<file path="src/rtl/apix_pkg.sv">
// Shared widths, link state encoding and helpers for the APIX link controller.
package apix_pkg;

  localparam int unsigned PIXEL_W = 24;
  localparam int unsigned CRC_W   = 8;
  localparam int unsigned COUNT_W = 16;

  typedef enum logic [1:0] {
    LINK_DOWN  = 2'd0,
    LINK_TRAIN = 2'd1,
    LINK_UP    = 2'd2
  } link_state_t;

  // Received word as it arrives from the deserialiser.
  typedef struct packed {
    logic [PIXEL_W-1:0] pixel;
    logic [CRC_W-1:0]   crc;
  } rx_word_t;

  // Statistics counters stick at all-ones instead of wrapping.
  function automatic logic [COUNT_W-1:0] sat_inc(input logic [COUNT_W-1:0] v);
    return (&v) ? v : v + COUNT_W'(1);
  endfunction

endpackage

</file>
<file path="src/rtl/apix_pixel_fifo.sv">
// Show-ahead synchronous pixel FIFO; a pop frees a slot for a same-cycle push.
module apix_pixel_fifo
  import apix_pkg::*;
#(
  parameter int unsigned DEPTH = 4,
  parameter int unsigned WIDTH = PIXEL_W
) (
  input  logic             clk,
  input  logic             rst,
  input  logic             flush,
  input  logic             push,
  input  logic             pop,
  input  logic [WIDTH-1:0] din,
  output logic [WIDTH-1:0] dout,
  output logic             full,
  output logic             empty
);

  localparam int unsigned AW = $clog2(DEPTH);
  localparam int unsigned CW = $clog2(DEPTH + 1);

  logic [WIDTH-1:0] mem [DEPTH];
  logic [AW-1:0]    wr_ptr;
  logic [AW-1:0]    rd_ptr;
  logic [CW-1:0]    count;
  logic [CW-1:0]    count_nxt;
  logic             do_push;
  logic             do_pop;

  always_comb begin
    do_pop    = pop && !empty;
    do_push   = push && (!full || do_pop);
    count_nxt = count;
    if (do_push && !do_pop) begin
      count_nxt = count + CW'(1);
    end else if (!do_push && do_pop) begin
      count_nxt = count - CW'(1);
    end
  end

  always_ff @(posedge clk) begin
    if (rst) begin
      for (int unsigned i = 0; i < DEPTH; i++) begin
        mem[i] <= '0;
      end
      wr_ptr <= '0;
      rd_ptr <= '0;
      count  <= '0;
      empty  <= 1'b1;
      full   <= 1'b0;
    end else if (flush) begin
      wr_ptr <= '0;
      rd_ptr <= '0;
      count  <= '0;
      empty  <= 1'b1;
      full   <= 1'b0;
    end else begin
      if (do_push) begin
        mem[wr_ptr] <= din;
        wr_ptr      <= wr_ptr + AW'(1);
      end
      if (do_pop) begin
        rd_ptr <= rd_ptr + AW'(1);
      end
      count <= count_nxt;
      empty <= (count_nxt == CW'(0));
      full  <= (count_nxt == CW'(DEPTH));
    end
  end

  assign dout = mem[rd_ptr];

endmodule

</file>
<file path="src/rtl/apix_link_ctrl.sv">
// APIX receiver link controller: down/train/up state machine, CRC error
// filtering, pixel buffering toward the display pipe and link statistics.
module apix_link_ctrl
  import apix_pkg::*;
#(
  parameter int unsigned LOCK_GOOD     = 4,
  parameter int unsigned ERR_LIMIT     = 3,
  parameter int unsigned ERR_WINDOW    = 64,
  parameter int unsigned TRAIN_TIMEOUT = 1024,
  parameter int unsigned FIFO_DEPTH    = 4
) (
  input  logic               clk,
  input  logic               rst,
  input  logic               link_en,
  input  logic               rx_word_valid,
  input  logic [PIXEL_W-1:0] rx_pixel,
  input  logic               rx_crc_err,
  output logic               rx_enable,
  output logic               rx_resync,
  output logic               pix_valid,
  output logic [PIXEL_W-1:0] pix_data,
  input  logic               pix_ready,
  output logic               link_up,
  output logic [1:0]         link_state,
  input  logic               err_clr,
  output logic               error_flag,
  output logic [COUNT_W-1:0] err_count,
  output logic [COUNT_W-1:0] drop_count
);

  localparam int unsigned GOOD_W = $clog2(LOCK_GOOD + 1);
  localparam int unsigned EWIN_W = $clog2(ERR_LIMIT + 1);
  localparam int unsigned WIN_W  = (ERR_WINDOW > 1) ? $clog2(ERR_WINDOW) : 1;
  localparam int unsigned TT_W   = (TRAIN_TIMEOUT > 1) ? $clog2(TRAIN_TIMEOUT) : 1;

  link_state_t       state;
  logic [GOOD_W-1:0] good_cnt;
  logic [TT_W-1:0]   train_timer;
  logic [EWIN_W-1:0] err_win;
  logic [EWIN_W-1:0] err_win_nxt;
  logic [WIN_W-1:0]  win_timer;

  logic word_good;
  logic word_bad;
  logic lock_hit;
  logic train_expired;
  logic win_wrap;
  logic err_trip;
  logic push_req;
  logic fifo_pop;
  logic fifo_flush;
  logic fifo_full;
  logic fifo_empty;
  logic drop_c;

  assign word_good     = rx_word_valid && !rx_crc_err;
  assign word_bad      = rx_word_valid && rx_crc_err;
  assign lock_hit      = word_good && (good_cnt == GOOD_W'(LOCK_GOOD - 1));
  assign train_expired = (train_timer == TT_W'(TRAIN_TIMEOUT - 1));
  assign win_wrap      = (win_timer == WIN_W'(ERR_WINDOW - 1));

  // Error window count after this cycle; a wrap restarts the window with the current word.
  always_comb begin
    err_win_nxt = err_win;
    if (win_wrap) begin
      err_win_nxt = word_bad ? EWIN_W'(1) : '0;
    end else if (word_bad) begin
      err_win_nxt = err_win + EWIN_W'(1);
    end
  end

  assign err_trip   = word_bad && (err_win_nxt == EWIN_W'(ERR_LIMIT));
  assign push_req   = link_en && (state == LINK_UP) && word_good;
  assign fifo_pop   = pix_ready && pix_valid;
  assign fifo_flush = !link_en || (state == LINK_DOWN);
  assign drop_c     = push_req && fifo_full && !fifo_pop;

  // Link state machine and its timers.
  always_ff @(posedge clk) begin
    if (rst) begin
      state       <= LINK_DOWN;
      link_up     <= 1'b0;
      rx_enable   <= 1'b0;
      rx_resync   <= 1'b0;
      good_cnt    <= '0;
      train_timer <= '0;
      err_win     <= '0;
      win_timer   <= '0;
    end else begin
      rx_resync <= 1'b0;
      if (!link_en) begin
        state       <= LINK_DOWN;
        link_up     <= 1'b0;
        rx_enable   <= 1'b0;
        good_cnt    <= '0;
        train_timer <= '0;
        err_win     <= '0;
        win_timer   <= '0;
      end else begin
        unique case (state)
          LINK_DOWN: begin
            state       <= LINK_TRAIN;
            rx_enable   <= 1'b1;
            rx_resync   <= 1'b1;
            good_cnt    <= '0;
            train_timer <= '0;
          end
          LINK_TRAIN: begin
            if (lock_hit) begin
              state     <= LINK_UP;
              link_up   <= 1'b1;
              err_win   <= '0;
              win_timer <= '0;
            end else if (train_expired) begin
              rx_resync   <= 1'b1;
              good_cnt    <= '0;
              train_timer <= '0;
            end else begin
              train_timer <= train_timer + TT_W'(1);
              if (word_bad) begin
                good_cnt  <= '0;
                rx_resync <= 1'b1;
              end else if (word_good) begin
                good_cnt <= good_cnt + GOOD_W'(1);
              end
            end
          end
          LINK_UP: begin
            win_timer <= win_wrap ? '0 : win_timer + WIN_W'(1);
            err_win   <= err_win_nxt;
            if (err_trip) begin
              state       <= LINK_TRAIN;
              link_up     <= 1'b0;
              rx_resync   <= 1'b1;
              good_cnt    <= '0;
              train_timer <= '0;
            end
          end
          default: begin
            state     <= LINK_DOWN;
            link_up   <= 1'b0;
            rx_enable <= 1'b0;
          end
        endcase
      end
    end
  end

  // Statistics and the sticky error flag; a new error beats a clear.
  always_ff @(posedge clk) begin
    if (rst) begin
      error_flag <= 1'b0;
      err_count  <= '0;
      drop_count <= '0;
    end else begin
      if (word_bad && (state == LINK_UP)) begin
        error_flag <= 1'b1;
      end else if (err_clr) begin
        error_flag <= 1'b0;
      end
      if (word_bad && ((state == LINK_TRAIN) || (state == LINK_UP))) begin
        err_count <= sat_inc(err_count);
      end
      if (drop_c) begin
        drop_count <= sat_inc(drop_count);
      end
    end
  end

  assign link_state = state;
  assign pix_valid  = !fifo_empty;

  apix_pixel_fifo #(
    .DEPTH (FIFO_DEPTH),
    .WIDTH (PIXEL_W)
  ) u_fifo (
    .clk   (clk),
    .rst   (rst),
    .flush (fifo_flush),
    .push  (push_req),
    .pop   (fifo_pop),
    .din   (rx_pixel),
    .dout  (pix_data),
    .full  (fifo_full),
    .empty (fifo_empty)
  );

endmodule

</file>
<file path="config.mk">
export PLATFORM = sky130hd
export DESIGN_NAME = apix_link_ctrl
export DESIGN_NICKNAME = d
export VERILOG_FILES = /design/src/rtl/apix_pkg.sv /design/src/rtl/apix_pixel_fifo.sv /design/src/rtl/apix_link_ctrl.sv
export SDC_FILE = /design/constraint.sdc
export NUM_CORES = 1
export LEC_CHECK = 0
export CORE_ASPECT_RATIO = 1.1
export CORE_UTILIZATION = 55
export DETAILED_ROUTE_END_ITERATION = 10
export PLACE_DENSITY_LB_ADDON = 0.15
export SLEW_MARGIN = 20
export SYNTH_ARGS = -nofsm -noshare
export SYNTH_HDL_FRONTEND = slang
export SYNTH_SLANG_ARGS = --single-unit
</file>
<file path="constraint.sdc">
create_clock -name clk -period 4.5 [get_ports clk]
set_input_delay 0.9 -clock clk [delete_from_list [all_inputs] [get_ports clk]]
set_output_delay 0.9 -clock clk [all_outputs]
set_load 0.05 [all_outputs]
</file>
# After elaboration in Yosys (flattened, before gate mapping)
# Memory sizes are Yosys's and may differ from the RTL's. A register that Yosys moved wholly into a read port is not among the register bits.
# Index checks and enable logic that the tools add are counted.
[op_classes]
reduce_logical = 43
bitwise_logic = 4
addsub = 10
n_eq_ne = 11
mux = 45
[op_table]
columns = ["op", "count"]
rows = [
  ["16-bit by 1-bit adder with 16-bit output, second input constant", 2],
  ["16-bit AND reduction", 2],
  ["10-bit two-way mux", 3],
  ["10-bit case mux with 3 select lines", 1],
  ["24-bit two-way mux", 1],
  ["24-bit OR reduction", 1],
  ["3-bit two-way mux", 7],
  ["1-bit two-way mux", 16],
  ["2-bit two-way mux", 8],
  ["1-bit logical AND", 15],
  ["6-bit two-way mux", 2],
  ["6-bit case mux with 2 select lines", 1],
  ["10-bit by 1-bit adder with 10-bit output, second input constant", 1],
  ["10-bit equality test, second input constant", 1],
  ["3-bit case mux with 3 select lines", 1],
  ["2-bit AND reduction", 4],
  ["1-bit zero test", 7],
  ["2-bit by 1-bit adder with 2-bit output, second input constant", 3],
  ["3-bit by 1-bit adder with 3-bit output, second input constant", 2],
  ["6-bit by 1-bit adder with 6-bit output, second input constant", 1],
  ["6-bit equality test, second input constant", 1],
  ["2-bit inequality test, second input constant", 3],
  ["1-bit case mux with 3 select lines", 2],
  ["2-bit case mux with 3 select lines", 1],
  ["17 further kinds", 27],
]
[totals]
regBits = 68
ramBits = 96
n_memories = 1
elab_cells = 130
input_bits = 31
[memory_table]
columns = ["name", "depth", "word_bits", "read_ports", "rd_ports_with_merged_regs", "wr", "line", "text"]
rows = [
  ["u_fifo.mem", 4, 24, 1, 1, 4, "apix_pixel_fifo.sv:22", "logic [WIDTH-1:0] mem [DEPTH];"],
]

# Depth between registers and ports, before layout
# Gate-level depths: netlist of the first run.
[depth]
ltp_word = 11
ltp_mapped = 8
depth_no_buf = 7

# Hierarchy
# From an unflattened synthesis of the first run, not the netlist that was laid out.
[hier_totals]
cells_unflattened = 663
area_unflattened_um2 = 7911.3
[modules_own_cells]
columns = ["module", "area_each_um2", "cells_each", "instances"]
rows = [
  ["apix_pixel_fifo", 4672.0, 289, 1],
  ["apix_link_ctrl", 3239.4, 374, 1],
]

# Worst setup path before layout of the first run
# OpenSTA, ideal clock, no wires.
[synth_path]
kind = "register to register"
start = "register state[1] (netlist: link_state[1])"
end = "memory u_fifo.mem[3][0] (netlist bit) (enable)"
required_ns = 4.090
path_buffers = 0
path_stages_with_launch = 6
path_slack_ns = 1.399
t_arrival_ns = 2.691
setup_ns = 0.410
path_cell_list = "dfxtp_1 -> ha_1 -> nand4b_4 -> a21oi_4 -> nand2_1 -> o21bai_1"
[synth_lines]
columns = ["element", "line", "text"]
rows = [
  ["start: declaration", "apix_link_ctrl.sv:36", "link_state_t state;"],
  ["start signal: assignment", "apix_link_ctrl.sv:81", "state <= LINK_DOWN;"],
  ["start signal: assignment", "apix_link_ctrl.sv:92", "state <= LINK_DOWN;"],
  ["start signal: assignment", "apix_link_ctrl.sv:102", "state <= LINK_TRAIN;"],
  ["end: declaration", "apix_pixel_fifo.sv:22", ""],
]

==> results of run 1 <==
-- per-layer routing --
layer  up-vias  track usage  routed length, µm
li1       2598            -                  -
met1      2628        0.279               6650
met5         -            0                  0
met4         0       0.0825                305
met3        24       0.0462                788
met2       165        0.412               8280
-- final cells by class --
type | instances | area [µm²]
Clock buffer | 18 | 429
Clock inverter | 11 | 88.8
Fill cell | 1023 | 4130
Inverter | 12 | 45.0
Multi-Input combinational cell | 452 | 3230
Sequential cell | 166 | 4290
Tap cell | 184 | 230
Timing Repair Buffer | 101 | 991
-- sequential cells by signal, indices dropped and copies added (netlist names), named ones only --
register,cells
rx_resync,1
error_flag,1
u_fifo.wr_ptr,2
train_timer,10
rx_enable,1
err_count,16
err_win,2
u_fifo.mem,96
good_cnt,3
u_fifo.count,3
u_fifo.full,1
win_timer,6
drop_count,16
link_up,1
u_fifo.empty,1
u_fifo.rd_ptr,2
link_state,2
-- kinds of logic (layout without fill, tap and decap cells) --
group,Yosys count,count (layout),synth area share
compound gates,66,66,0.0548
xor+xnor,35,35,0.0399
fa+ha+maj,13,13,0.0212
buf+inv,45,142,0.0231
flops,166,166,0.557
mux,28,28,0.0758
simple gates,310,310,0.228
-- cells in the mapped netlist, types with 2 or more instances --
| master | instances | area, µm² |
|---|---|---|
| and4b_1 | 3 | 30.0 |
| and2_1 | 73 | 457 |
| nor2b_1 | 9 | 56.3 |
| nand3b_1 | 2 | 15.0 |
| o21ai_0 | 19 | 95.1 |
| a21oi_1 | 18 | 90.1 |
| mux2i_1 | 2 | 20.0 |
| nand2_1 | 31 | 116 |
| o211ai_1 | 3 | 22.5 |
| nor3b_1 | 2 | 15.0 |
| o32ai_1 | 3 | 26.3 |
| o31ai_1 | 3 | 22.5 |
| inv_1 | 12 | 45.0 |
| a32oi_1 | 3 | 26.3 |
| or4_1 | 3 | 22.5 |
| buf_1 | 2 | 7.51 |
| and3_1 | 30 | 188 |
| nand4b_1 | 5 | 43.8 |
| mux4_2 | 24 | 541 |
| nor3b_2 | 3 | 37.5 |
| xnor2_1 | 29 | 254 |
| a31oi_1 | 3 | 18.8 |
| o22ai_1 | 2 | 12.5 |
| nor3_1 | 26 | 130 |
| and4_1 | 4 | 35.0 |
| nand2b_1 | 2 | 12.5 |
| nand3_1 | 15 | 75.1 |
| mux2_2 | 2 | 22.5 |
| ha_1 | 13 | 163 |
| xor2_1 | 6 | 52.6 |
| edfxtp_1 | 96 | 2880 |
| nor4_1 | 9 | 56.3 |
| clkbuf_1 | 26 | 97.6 |
| or3_1 | 3 | 18.8 |
| dfxtp_1 | 70 | 1400 |
| nor4b_1 | 2 | 17.5 |
| a211oi_1 | 2 | 15.0 |
| nor2_1 | 62 | 233 |
| or2_2 | 4 | 25.0 |
| buf_2 | 3 | 15.0 |
| nand4_1 | 16 | 100 |
-- power groups by stage --
stage                     logic (mW)  registers, mW  clock network, mW
after CTS                      0.167           1.65               1.31
after detailed placement       0.166           1.69                  0
final                          0.166           1.65               1.29
after global routing           0.177           1.66               1.37
after floorplan               0.0867           1.69                  0
after global placement         0.163           1.68                  0
-- worst max-delay path by stage --
| stage | depth (start not counted) | from | slack [ps] | end |
|---|---|---|---|---|
| final | 2 | flop | 930 | pix_data[2] |
| after detailed placement | 7 | link_en | 870 | u_fifo.mem[1][20]$_SDFFCE_PN0P_ |
| after CTS | 2 | flop | 870 | pix_data[2] |
| after global routing | 2 | flop | 780 | pix_data[2] |
| after global placement | 7 | link_en | 960 | u_fifo.mem[1][7]$_SDFFCE_PN0P_ |
| after floorplan | 5 | link_state[1]$_SDFFE_PP0P_ | 1400 | u_fifo.mem[3][0]$_DFFE_PP_ |
-- metrics by stage --
step / util / instances
floorplan: - / 663
global placement: 0.654 / 915
detailed placement: 0.654 / 915
global route: 0.692 / 944
CTS: 0.692 / 944
finish: 0.692 / 944
-- cell usage in the layout, fill, tap and decap left out, drive strengths merged, types with 3 or more instances in the layout --
cell type	n
or2	4
nor4	9
nand2	31
clkbuf	18
nand4b	6
clkinvlp	4
and2	74
clkdlybuf4s50	93
o21ai	19
xnor2	29
and4b	3
nor2b	9
o32ai	3
mux4	24
nand4	16
nand3	15
or4	3
clkinv	6
edfxtp	96
and4	4
a21oi	19
a32oi	3
dfxtp	70
o211ai	3
xor2	6
nor3	27
nor3b	5
buf	8
nor2	62
ha	13
o31ai	3
and3	30
or3	4
a31oi	3
inv	12
==> metrics.cfg, run 1 <==
[run_status]
outcome = finished, final reports clean

[setup_path]
crit_arrival_ps = 2670
r2r_start = link_state[0]$_SDFFE_PP0P_
worstSetupStartpointType = flop
worstPathBufferInverterCount = 1
worstReg2RegEnd = u_fifo.mem[1][7]$_SDFFCE_PN0P_
crit_type = flop to primary output
critical_path.max_stage_delay_ps = 900
slowest_stage = dfxtp_2
cp-end-kind = primary output
path_cells = mux4_2 -> clkdlybuf4s50_1
worstPathMaxFanout = 24
crit_required_ps = 3600
r2r_cells = 8
crit_family = flip-flops
r2r_slack_ps = 1490

[pwr]
finalPower_mw = 3.11
power_density_mw_per_mm2 = 335
seqPwrFrac = 0.531
leakagePower_nw = 3.22
combPwrFrac = 0.053
ir_drop_mv = 0.220
clock_power_share = 0.416
switching_power_mw = 0.668
internal_power_mw = 2.45
switching_share = 0.215

[yosys]
synth_ff_type = edfxtp_1
syn_area_per_cell_um2 = 11.6
synth-edff-count = 96
ys.warnings.count = 0
syn_area_mm2 = 0.00769
ys_seq_area_frac = 0.557
synth_nets = 707
synth_seq_cells = 166
ys_types = 59
async_reset_ff_frac = 0
syn_inst = 663

[grt]
grt_start_max_net_pins = 42
antenna_found_initial = 0
track_usage = 0.232
grt_pass1_wl_mm = 26.1
grt_pass1_vias = 5390
grt_overflow = 0

[placement]
pre_cts_ws_ps = 868
dp_hpwl_mm = 10.6
port_buffers = 93
place_area_mm2 = 0.00878
gp_congestion = 0.877

[timing]
hold_ws_ps = 472
period_needed_ps = 3570
setup_ws_ps = 928
fmax_ghz = 0.280
relSlewSlack = 0.382
finalSetupTns_ps = 0
fin_skew_ps = 10.1
tightestPinTransition_ps = 918
slew_violations = 0
rsz0062_at_grt = false
fin_crit_sh = 0.794
setup_viol = 0
hold_viol = 0

[floorplan]
fp.dieW_um = 115
die_h_um = 126
die-area_mm2 = 0.0145
ios = 94
coreArea_mm2 = 0.0134
start_util = 0.572
row_count = 44

[clock_network]
cts.sinks = 166
post_cts_buffers = 0
htreeDepth = 4
worstSkewPairLatency_ps = 420
root_buffer = clkbuf_16
cts_tree = yes
cts.clk_slew.worst_paths_ps = 60
cts-resized-gates = 0
ctsLongestPathBuffers = 2
cts_buffers = 17
cts_hold_buffers = 0

[cells_and_area]
nets = 794
drive_gt1_frac = 0.0987
antenna_cells = 0
finalInstanceArea_mm2 = 0.00930
area_growth_pct = 21.0

[detailed_routing]
first_pass_iters = 5
wire_per_inst_um = 17.0
via_count = 5415
totalWireLength_mm = 16.0
avgViaCountPerCell = 5.74
drtIter0Drc = 346
drc = 0
antenna_left = 0

[flow_run]
cap_viol_max_count = 0

[hold_path]
hold_depth = 1
min_to = good_cnt[0]$_SDFFE_PP0P_
hp-class = flop to flop
hold_start = good_cnt[0]$_SDFFE_PP0P_

Power figures use the tool's default switching activity.
==> run 2, diff against run 1 <==
--- a/config.mk
+++ b/config.mk
@@ -6,7 +6,7 @@
 export NUM_CORES = 1
 export LEC_CHECK = 0
 export CORE_ASPECT_RATIO = 1.1
-export CORE_UTILIZATION = 55
+export CORE_UTILIZATION = 50
 export DETAILED_ROUTE_END_ITERATION = 10
 export PLACE_DENSITY_LB_ADDON = 0.15
 export SLEW_MARGIN = 20
==> constraint.sdc (replaced) <==
create_clock -name clk -period 3 [get_ports clk]
set_input_delay 0.6 -clock clk [delete_from_list [all_inputs] [get_ports clk]]
set_output_delay 0.6 -clock clk [all_outputs]
set_load 0.05 [all_outputs]
==> metrics.cfg, run 2 (synthesis results as in run 1) <==
[clock_network]
cts-resized-gates = 1  ; +1
htreeDepth = 4  ; unchanged
cts_buffers = 17  ; unchanged
ctsLongestPathBuffers = 2  ; unchanged
cts.clk_slew.worst_paths_ps = 60  ; about the same
worstSkewPairLatency_ps = 430  ; about the same
cts_tree = yes
cts.sinks = 166  ; unchanged
post_cts_buffers = 0  ; unchanged
root_buffer = clkbuf_16
cts_hold_buffers = 0  ; unchanged

[cells_and_area]
layout_common_cells = edfxtp_1 (96), clkdlybuf4s50_1 (79), and2_1 (73)
regArea_mm2 = 0.00429  ; about the same
largest_reg_flops = 96  ; unchanged
largest-register = u_fifo.mem
multi_input_area_mm2 = 0.00323  ; unchanged
mostFrequentLayoutCell = edfxtp_1
fin_util = 0.637  ; -0.0557
largest_registers = u_fifo.mem (96), drop_count (16), err_count (16)
fillerInstances = 1225  ; +20%
area_growth_pct = 24.7
drive_gt1_frac = 0.137  ; +0.0381
nets = 806  ; +1.5%
antenna_cells = 0  ; unchanged

[setup_path]
path_cells = mux4_2 -> clkdlybuf4s50_1
critical_path.max_stage_delay_ps = 720  ; -180 ps
worstSetupStartpointType = flop
crit_required_ps = 2400  ; -1200 ps
crit_type = flop to primary output
cp-end-kind = primary output
r2r_cells = 7  ; -1
crit_arrival_ps = 2250  ; -420 ps
slowest_stage = clkdlybuf4s50_1
r2r_start = link_state[1]$_SDFFE_PP0P_
worstReg2RegEnd = u_fifo.mem[3][0]$_DFFE_PP_
r2r_slack_ps = 660  ; -830 ps
worstPathMaxFanout = 15  ; -38%

[timing]
fin_skew_ps = 8.64  ; -1.45 ps
fmax_ghz = 0.351
finalSetupTns_ps = 0  ; unchanged
fin_crit_sh = 0.949
period_needed_ps = 2850
relSlewSlack = 0.434  ; +0.0515
hold_viol = 0  ; unchanged
slew_violations = 0  ; unchanged
hold_ws_ps = 481  ; +9.61 ps
setup_viol = 0  ; unchanged
rsz0062_at_grt = false
tightestPinTransition_ps = 848  ; -70.5 ps

[detailed_routing]
totalWireLength_mm = 16.7  ; +4.1%
antenna_left = 0  ; unchanged
drc = 0  ; unchanged
first_pass_iters = 4  ; -1
drtIter0Drc = 396  ; +14%
wire_per_inst_um = 17.2  ; +1.2%
via_count = 5420  ; +0.092%
avgViaCountPerCell = 5.58  ; -2.7%

[pwr]
ir_drop_mv = 0.361  ; +64%
leakagePower_nw = 3.39  ; +5.5%
seqPwrFrac = 0.479  ; -0.052
switching_share = 0.206  ; -0.00838
switching_power_mw = 1.07  ; +60%
clock_power_share = 0.471  ; +0.055
power_density_mw_per_mm2 = 540  ; +61%
combPwrFrac = 0.050  ; -0.003
internal_power_mw = 4.11  ; +68%

[grt]
use_met2 = 0.393  ; -0.0198
grt.busiest_layer = met2
grt_pass1_wl_mm = 27.7  ; +5.9%
grt_start_max_net_pins = 35  ; -17%
met3_usage = 0.0428  ; -0.00338
grt_use_met1 = 0.272  ; -0.00717
grt_pass1_vias = 5612  ; +4.1%
grt_overflow = 0  ; unchanged
antenna_found_initial = 0  ; unchanged
track_usage = 0.224  ; -0.00818

[placement]
gp_congestion = 0.857  ; -2.3%
dp_hpwl_mm = 11.2  ; +6.0%
port_buffers = 93  ; unchanged

[floorplan]
fp.dieW_um = 120  ; +4.8%
ios = 94  ; unchanged
coreArea_mm2 = 0.0151  ; +12%
die-area_mm2 = 0.0159  ; +9.8%
start_util = 0.511  ; -0.0617
row_count = 47  ; +6.8%
die_h_um = 132  ; +4.8%

[hold_path]
hold_depth = 2  ; +1
hold_start = good_cnt[2]$_SDFFE_PP0P_
hp-class = flop to flop
min_to = good_cnt[2]$_SDFFE_PP0P_

[run_status]
outcome = finished, final reports clean

[flow_run]
cap_viol_max_count = 0  ; unchanged

run 2: final cells by class:
class | instances | area share
inverter | 12 | 0.00470
timing repair buffer | 113 | 0.116
sequential | 166 | 0.447
clock inverter | 11 | 0.0205
tap | 196 | 0.0256
multi-input combinational | 452 | 0.337
clock buffer | 21 | 0.0491
run 2: power groups by stage:
stage                     registers (mW)  logic [mW]  clock network, mW
final                               2.48       0.260               2.44
after global routing                2.48       0.278               2.57
after CTS                           2.48       0.263               2.47
after detailed placement            2.53       0.262                  0
after global placement              2.52       0.257                  0
after floorplan                     2.53       0.130                  0
run 2: through the flow:
step,power (mW),setup slack [ps],area [µm²],instances
floorplan,2.66,239,7690,663
global placement,2.78,253,8910,939
detailed placement,2.79,160,8910,939
CTS,5.21,113,9580,971
global route,5.33,73.4,9580,971
finish,5.18,154,9580,971
run 2: worst max-delay path by stage:
stage	depth (start not counted)	slack, ps	endpoint	start
floorplan	7	240	u_fifo.mem[1][0]$_SDFFCE_PN0P_	link_state[0]$_SDFFE_PP0P_
global placement	7	250	u_fifo.mem[3][20]$_DFFE_PP_	rx_word_valid
detailed placement	7	160	u_fifo.mem[3][12]$_DFFE_PP_	rx_word_valid
CTS	2	110	pix_data[23]	flop
global route	2	70	pix_data[23]	flop
finish	2	150	pix_data[23]	flop
run 2: critical path, delay by kind of cell, from the launching register on:
kind                   cells  cell delay [ps]
buffers and inverters      1              720
DFF                        1              530
muxes                      1              570
run 2: per-layer routing:
metal | routed length [µm] | part of all wire
met4 | 298 | 0.018
met1 | 6840 | 0.41
met2 | 8850 | 0.53
met3 | 685 | 0.041
met5 | 0 | 0
